===== src/rtl/mac_vec_pipe_if.sv =====
`default_nettype none
// +----------------------------------------------------------------------+
// | mac_vec_pipe_if : operand/control and result bundle for mac_vec_pipe |
// | Rev 1.0                                                              |
// +----------------------------------------------------------------------+
interface mac_vec_pipe_if #(
  parameter int LANES = 4,
  parameter int A_W   = 8,
  parameter int B_W   = 8,
  parameter int ACC_W = 32
);
  logic                   in_valid;
  logic [LANES*A_W-1:0]   a;
  logic [LANES*B_W-1:0]   b;
  logic                   mode;
  logic                   sat_en;
  logic                   last;
  logic                   clr;
  logic [LANES*ACC_W-1:0] acc;
  logic [LANES*ACC_W-1:0] res;
  logic [LANES-1:0]       res_ovf;
  logic                   res_valid;

  modport master (
    output in_valid, a, b, mode, sat_en, last, clr,
    input  acc, res, res_ovf, res_valid
  );

  modport slave (
    input  in_valid, a, b, mode, sat_en, last, clr,
    output acc, res, res_ovf, res_valid
  );
endinterface
`default_nettype wire


===== src/rtl/mac_vec_pipe.sv =====
`default_nettype none
// +----------------------------------------------------------------------+
// | mac_vec_pipe : LANES-wide two-stage signed MAC / residual accumulator |
// | with optional saturation, sticky overflow and last-beat snapshot.     |
// | Rev 1.0                                                               |
// +----------------------------------------------------------------------+
module mac_vec_pipe #(
  parameter int LANES              = 4,
  parameter int A_W                = 8,
  parameter int B_W                = 8,
  parameter int ACC_W              = 32,
  parameter int ENABLE_ZERO_BYPASS = 1
) (
  input  wire logic          clk,
  input  wire logic          rst,
  mac_vec_pipe_if.slave      bus
);

  localparam int P_W = A_W + B_W;

  if (ACC_W < A_W + B_W + 1) begin : g_acc_w_check
    $error("mac_vec_pipe: ACC_W must be at least A_W+B_W+1");
  end

  logic r_s1_valid;
  logic r_s1_mode;
  logic r_s1_sat;
  logic r_s1_last;
  logic r_res_valid;

  always_ff @(posedge clk or posedge rst) begin
    if (rst) begin
      r_s1_valid  <= 1'b0;
      r_s1_mode   <= 1'b0;
      r_s1_sat    <= 1'b0;
      r_s1_last   <= 1'b0;
      r_res_valid <= 1'b0;
    end else begin
      r_s1_valid  <= bus.in_valid & ~bus.clr;
      r_s1_mode   <= bus.mode;
      r_s1_sat    <= bus.sat_en;
      r_s1_last   <= bus.last;
      r_res_valid <= r_s1_valid & r_s1_last & ~bus.clr;
    end
  end

  assign bus.res_valid = r_res_valid;

  for (genvar g = 0; g < LANES; g++) begin : g_lane
    logic signed [A_W-1:0]   w_a;
    logic signed [B_W-1:0]   w_b;
    logic                    w_gate;
    logic signed [A_W-1:0]   w_ag;
    logic signed [B_W-1:0]   w_bg;
    logic signed [P_W-1:0]   w_mul;
    logic signed [P_W-1:0]   r_prod;
    logic signed [A_W-1:0]   r_a;
    logic [ACC_W-1:0]        w_addend;
    logic [ACC_W:0]          w_sum;
    logic                    w_ovf;
    logic [ACC_W-1:0]        w_store;
    logic [ACC_W-1:0]        r_acc;
    logic [ACC_W-1:0]        r_res;
    logic                    r_ovf;
    logic                    r_rovf;

    assign w_a    = bus.a[g*A_W +: A_W];
    assign w_b    = bus.b[g*B_W +: B_W];
    // Residual mode never uses the multiplier, so its inputs are parked at 0.
    assign w_gate = bus.mode | ((ENABLE_ZERO_BYPASS != 0) & ((w_a == '0) | (w_b == '0)));
    assign w_ag   = w_gate ? '0 : w_a;
    assign w_bg   = w_gate ? '0 : w_b;
    assign w_mul  = w_ag * w_bg;

    always_ff @(posedge clk or posedge rst) begin
      if (rst) begin
        r_prod <= '0;
        r_a    <= '0;
      end else begin
        r_prod <= w_mul;
        r_a    <= w_a;
      end
    end

    assign w_addend = r_s1_mode ? {{(ACC_W-A_W){r_a[A_W-1]}}, r_a}
                                : {{(ACC_W-P_W){r_prod[P_W-1]}}, r_prod};
    assign w_sum    = {r_acc[ACC_W-1], r_acc} + {w_addend[ACC_W-1], w_addend};
    assign w_ovf    = w_sum[ACC_W] ^ w_sum[ACC_W-1];
    // Clamp direction follows the true sign held in the extra sum bit.
    assign w_store  = (w_ovf && r_s1_sat)
                    ? (w_sum[ACC_W] ? {1'b1, {(ACC_W-1){1'b0}}} : {1'b0, {(ACC_W-1){1'b1}}})
                    : w_sum[ACC_W-1:0];

    always_ff @(posedge clk or posedge rst) begin
      if (rst) begin
        r_acc  <= '0;
        r_ovf  <= 1'b0;
        r_res  <= '0;
        r_rovf <= 1'b0;
      end else if (bus.clr) begin
        r_acc  <= '0;
        r_ovf  <= 1'b0;
      end else if (r_s1_valid) begin
        if (r_s1_last) begin
          r_res  <= w_store;
          r_rovf <= r_ovf | w_ovf;
          r_acc  <= '0;
          r_ovf  <= 1'b0;
        end else begin
          r_acc  <= w_store;
          r_ovf  <= r_ovf | w_ovf;
        end
      end
    end

    assign bus.acc[g*ACC_W +: ACC_W] = r_acc;
    assign bus.res[g*ACC_W +: ACC_W] = r_res;
    assign bus.res_ovf[g]            = r_rovf;
  end

endmodule
`default_nettype wire


===== src/flat_wrapper.sv =====
// flat-port wrapper written by rule: the top's interface ports become plain ports
module mac_vec_pipe_flat 
#(
  parameter int LANES              = 4,
  parameter int A_W                = 8,
  parameter int B_W                = 8,
  parameter int ACC_W              = 32,
  parameter int ENABLE_ZERO_BYPASS = 1
)
  (clk, rst, bus_in_valid, bus_a, bus_b, bus_mode, bus_sat_en, bus_last, bus_clr, bus_acc, bus_res, bus_res_ovf, bus_res_valid);
  mac_vec_pipe_if #(.LANES(LANES), .A_W(A_W), .B_W(B_W), .ACC_W(ACC_W)) bus_i ();
  input  wire logic clk;
  input  wire logic rst;
  input wire logic [$bits(bus_i.in_valid)-1:0] bus_in_valid;
  input wire logic [$bits(bus_i.a)-1:0] bus_a;
  input wire logic [$bits(bus_i.b)-1:0] bus_b;
  input wire logic [$bits(bus_i.mode)-1:0] bus_mode;
  input wire logic [$bits(bus_i.sat_en)-1:0] bus_sat_en;
  input wire logic [$bits(bus_i.last)-1:0] bus_last;
  input wire logic [$bits(bus_i.clr)-1:0] bus_clr;
  output wire logic [$bits(bus_i.acc)-1:0] bus_acc;
  output wire logic [$bits(bus_i.res)-1:0] bus_res;
  output wire logic [$bits(bus_i.res_ovf)-1:0] bus_res_ovf;
  output wire logic [$bits(bus_i.res_valid)-1:0] bus_res_valid;
  assign bus_i.in_valid = bus_in_valid;
  assign bus_i.a = bus_a;
  assign bus_i.b = bus_b;
  assign bus_i.mode = bus_mode;
  assign bus_i.sat_en = bus_sat_en;
  assign bus_i.last = bus_last;
  assign bus_i.clr = bus_clr;
  assign bus_acc = bus_i.acc;
  assign bus_res = bus_i.res;
  assign bus_res_ovf = bus_i.res_ovf;
  assign bus_res_valid = bus_i.res_valid;
  mac_vec_pipe #(.LANES(LANES), .A_W(A_W), .B_W(B_W), .ACC_W(ACC_W), .ENABLE_ZERO_BYPASS(ENABLE_ZERO_BYPASS)) u_core (.clk(clk), .rst(rst), .bus(bus_i));
endmodule

===== config.mk =====
export PLATFORM = sky130hd
export DESIGN_NAME = mac_vec_pipe_flat
export DESIGN_NICKNAME = d
export VERILOG_FILES = /design/src/rtl/mac_vec_pipe_if.sv /design/src/rtl/mac_vec_pipe.sv /design/src/flat_wrapper.sv
export SDC_FILE = /design/constraint.sdc
export NUM_CORES = 2
export LEC_CHECK = 0
export BUFFER_PORTS_ARGS = -buffer_cell sky130_fd_sc_hd__buf_4
export CAP_MARGIN = 10
export CORE_ASPECT_RATIO = 0.8
export CORE_UTILIZATION = 50
export CTS_CLUSTER_SIZE = 30
export DETAILED_ROUTE_END_ITERATION = 10
export GPL_ROUTABILITY_DRIVEN = 1
export PLACE_DENSITY = 0.7
export SLEW_MARGIN = 15
export SYNTH_ARGS = -nofsm -noshare
export SYNTH_HDL_FRONTEND = slang
export SYNTH_SLANG_ARGS = --single-unit

===== constraint.sdc =====
create_clock -name clk -period 27.5 [get_ports clk]
set_input_delay 2.75 -clock clk [delete_from_list [all_inputs] [get_ports clk]]
set_output_delay 2.75 -clock clk [all_outputs]
set_load 0.1 [all_outputs]

==> run metrics <==
RSZ-0062 raised after global routing false; most frequent CP cell fa_1; final WL 79700 µm; die height around 220 µm; DR vias/cell roughly 5.5; Layout Skew between 0.015 and 0.02 ns; via count between 20000 and 25000; number of global-route vias before repair ~24000; EDFF count, synth 0; CP Class input port to flop; synth top area cells dfrtp_1 30%, fa_1 15%, ha_1 10%; share of the synthesized area in the top cell type a little under a third; GR Util All Layers a little over a quarter; maximum vdd drop ~0.083 mV; top-count cell post-synth nand2_1; Mapped Avg Cell Area 8.868 µm²; endpoints failing setup 0; Main synth FF type dfrtp_1; max-slew violations 0; Final Hold Viols 0; Crit. End Element flop; Tmin final between 7 and 8 ns; critical path's slowest cell fa_1; DR WL/cell 17.77 µm; Initial Utilization ~51%; CP startpoint kind input port; wire length of the first global-routing pass 130300 µm; # clock sinks between 300 and 400; die area about 62000 µm²; post-synthesis register bit count ~370; crit path DAT between 7 and 8 ns; hpwl dp 61960 µm; post-CTS setup buffer count 0; hold slack about 0.47 ns; TritonCTS clock tree yes; cell area after synthesis approximately 30000 µm²; Skew-Pair Late Insertion Delay about 0.56 ns; Layout fillers ~5400; status finished, final reports clean; pre-CTS WS ~20 ns; Gate Count Post-Synth 3420; YS warnings 0; CP Cell Sequence buf_4 > a21oi_1 > nand2_1 > or2_2 > fa_1 > fa_1 > inv_1 > fa_1 > inv_1 > fa_1 > inv_1 > ha_1 > o21ai_0 > a21boi_0 > o21ai_0 > a21boi_0 > o21ai_0 > a21boi_0 > nor4_1 > a311o_1; CP Max Fanout 36; fin crit share between 20% and 30%; ys async rst share 100.0%; Post-DRT Antenna Nets 0; sequential fraction of the synthesis area 30.12%; Final TNS setup 0 ns; clock-pin slew on the worst setup and hold paths 0.06 ns; max cap viols 0; Slew Limit Headroom between 20% and 30%; Final Instance Area between 30000 and 40000 µm²; Area after DPL between 30000 and 40000 µm²; layout cells sized above 1 roughly an eighth; static leakage 0.01760 µW; Clock Tree Buf Depth 3; die width approximately 280 µm; hold buffers post-CTS 0; drt first-iter violations between 1500 and 2000; Initial DRT Pass Iterations 5; most frequent cells after synthesis 437 x nand2_1, 384 x inv_1, 365 x dfrtp_1; total core area 59760 µm²; Final Util approximately three fifths; CP Data Required Time between 20 and 30 ns; initial antenna violation count 1; IO buf count 331; HP Class flop to flop; I/O pin total roughly 330; f_max 0.1361 GHz; Root Buffer clkbuf_16; DRC 0; PD cells around 80 nW/µm²; Core Rows 80; gr ovfl total 0; Worst Tran Pin Value roughly 1.1 ns; Final WS setup roughly 20 ns; Final nets ~4200; Netlist cell types slightly above 80; routability cong. roughly 0.90; largest net degree at the start of global routing 78; H-tree lvl count 2; Syn Nets just under 4000; Area growth, synth to finish 14.41%; Yosys top cell by area dfrtp_1; slowest stage delay, CP 0.50 ns; number of gates resized after cts 0; TritonCTS buffer count 41
## cells by family after synthesis
| group | share of synthesized area [%] |
|---|---|
| and+or+nand+nor | 16.68 |
| AOI/OAI and AO/OA | 15.56 |
| buffers and inverters | 6.605 |
| adders and majority gates | 24.85 |
| DFF | 30.12 |
| xor gates and xnor gates | 4.909 |
| muxes | 1.275 |
## cells in the final DEF, fill, tap and decap left out, types with 10 or more instances in the layout
| cell type | count |
|---|---|
| a211oi_1 | 20 |
| a21boi_0 | 15 |
| a21o_1 | 51 |
| a21oi_1 | 145 |
| a31oi_1 | 19 |
| and2_1 | 130 |
| and3_1 | 60 |
| buf_4 | 350 |
| clkbuf_16 | 41 |
| dfrtp_1 | 364 |
| fa_1 | 224 |
| ha_1 | 244 |
| inv_1 | 383 |
| mux2_2 | 29 |
| nand2_1 | 437 |
| nand2b_1 | 19 |
| nand3_1 | 44 |
| nand4_1 | 24 |
| nor2_1 | 234 |
| nor2b_1 | 50 |
| nor3_1 | 28 |
| nor4_1 | 12 |
| o211ai_1 | 26 |
| o21a_1 | 14 |
| o21ai_0 | 354 |
| o21ai_1 | 19 |
| o21ai_2 | 11 |
| o21bai_1 | 19 |
| o31ai_1 | 12 |
| or3_1 | 10 |
| xnor2_1 | 114 |
| xor2_1 | 56 |
## sequential cells by signal, indices dropped and copies added, names as in the netlist
name,flops
u_core.r_s1_valid,1
u_core.r_s1_last,1
u_core.g_lane.r_ovf,4
u_core.g_lane.r_prod,64
u_core.g_lane.r_acc,128
u_core.g_lane.r_rovf,4
u_core.r_s1_mode,1
u_core.r_s1_sat,1
u_core.g_lane.r_a,32
u_core.bus.res_valid,1
u_core.g_lane.r_res,128
## area by class of cell
cell class / count / area [µm²] / area share [%]
timing repair buffer: 350 / 2628 / 7.572
sequential: 365 / 9135 / 26.33
multi-input combinational: 2542 / 19230 / 55.43
tap: 779 / 974.7 / 2.809
clock inverter: 10 / 138.9 / 0.4003
inverter: 385 / 1453 / 4.186
clock buffer: 54 / 1135 / 3.271
antenna: 1 / 2.502 / 0.007212
## final timing paths
path                                         startpoint                     endpoint  slack (ns)  cells after the start
worst min register to register  u_core.g_lane[1].r_rovf      u_core.g_lane[1].r_rovf        0.47                      2
min in group asynchronous                           rst   u_core.g_lane[0].r_res[18]        2.25                      2
max in group asynchronous                           rst   u_core.g_lane[3].r_acc[14]       22.95                      4
worst max-delay path                           bus_mode  u_core.g_lane[0].r_prod[14]       20.15                     20
worst max register to register         u_core.r_s1_mode   u_core.g_lane[3].r_acc[14]       21.71                     13
worst min-delay path            u_core.g_lane[1].r_rovf      u_core.g_lane[1].r_rovf        0.47                      2
## power breakdown
group / switching (µW) / total (µW) / internal (µW)
Sequential: 67.6 / 721 / 653
Clock: 227 / 543 / 316
Combinational: 1100 / 1520 / 421
## critical path: cells and delay by family
kind | cells | cell delay, ns
compound gates | 8 | 1.75
fa+ha+maj | 5 | 2.20
buf+inv | 4 | 0.40
simple gates | 3 | 0.67
## per-layer routing
layer	wire length [µm]	track usage [%]	up-vias	part of all wire [%]
li1	-	-	11960	-
met5	0	0	-	0
met3	4436	4.154	93	5.6
met4	1846	7.043	0	2.3
met1	38560	38.61	12090	48
met2	34860	39.50	590	44
## per-stage QoR
stage	power (µW)	cells
3_5_place_dp	2246	4421
4_1_cts	2800	4485
6_report	2783	4486
2_1_floorplan	1901	3420
5_1_grt	2954	4486
3_3_place_gp	2230	4421
(Power assumes the default switching activity.)
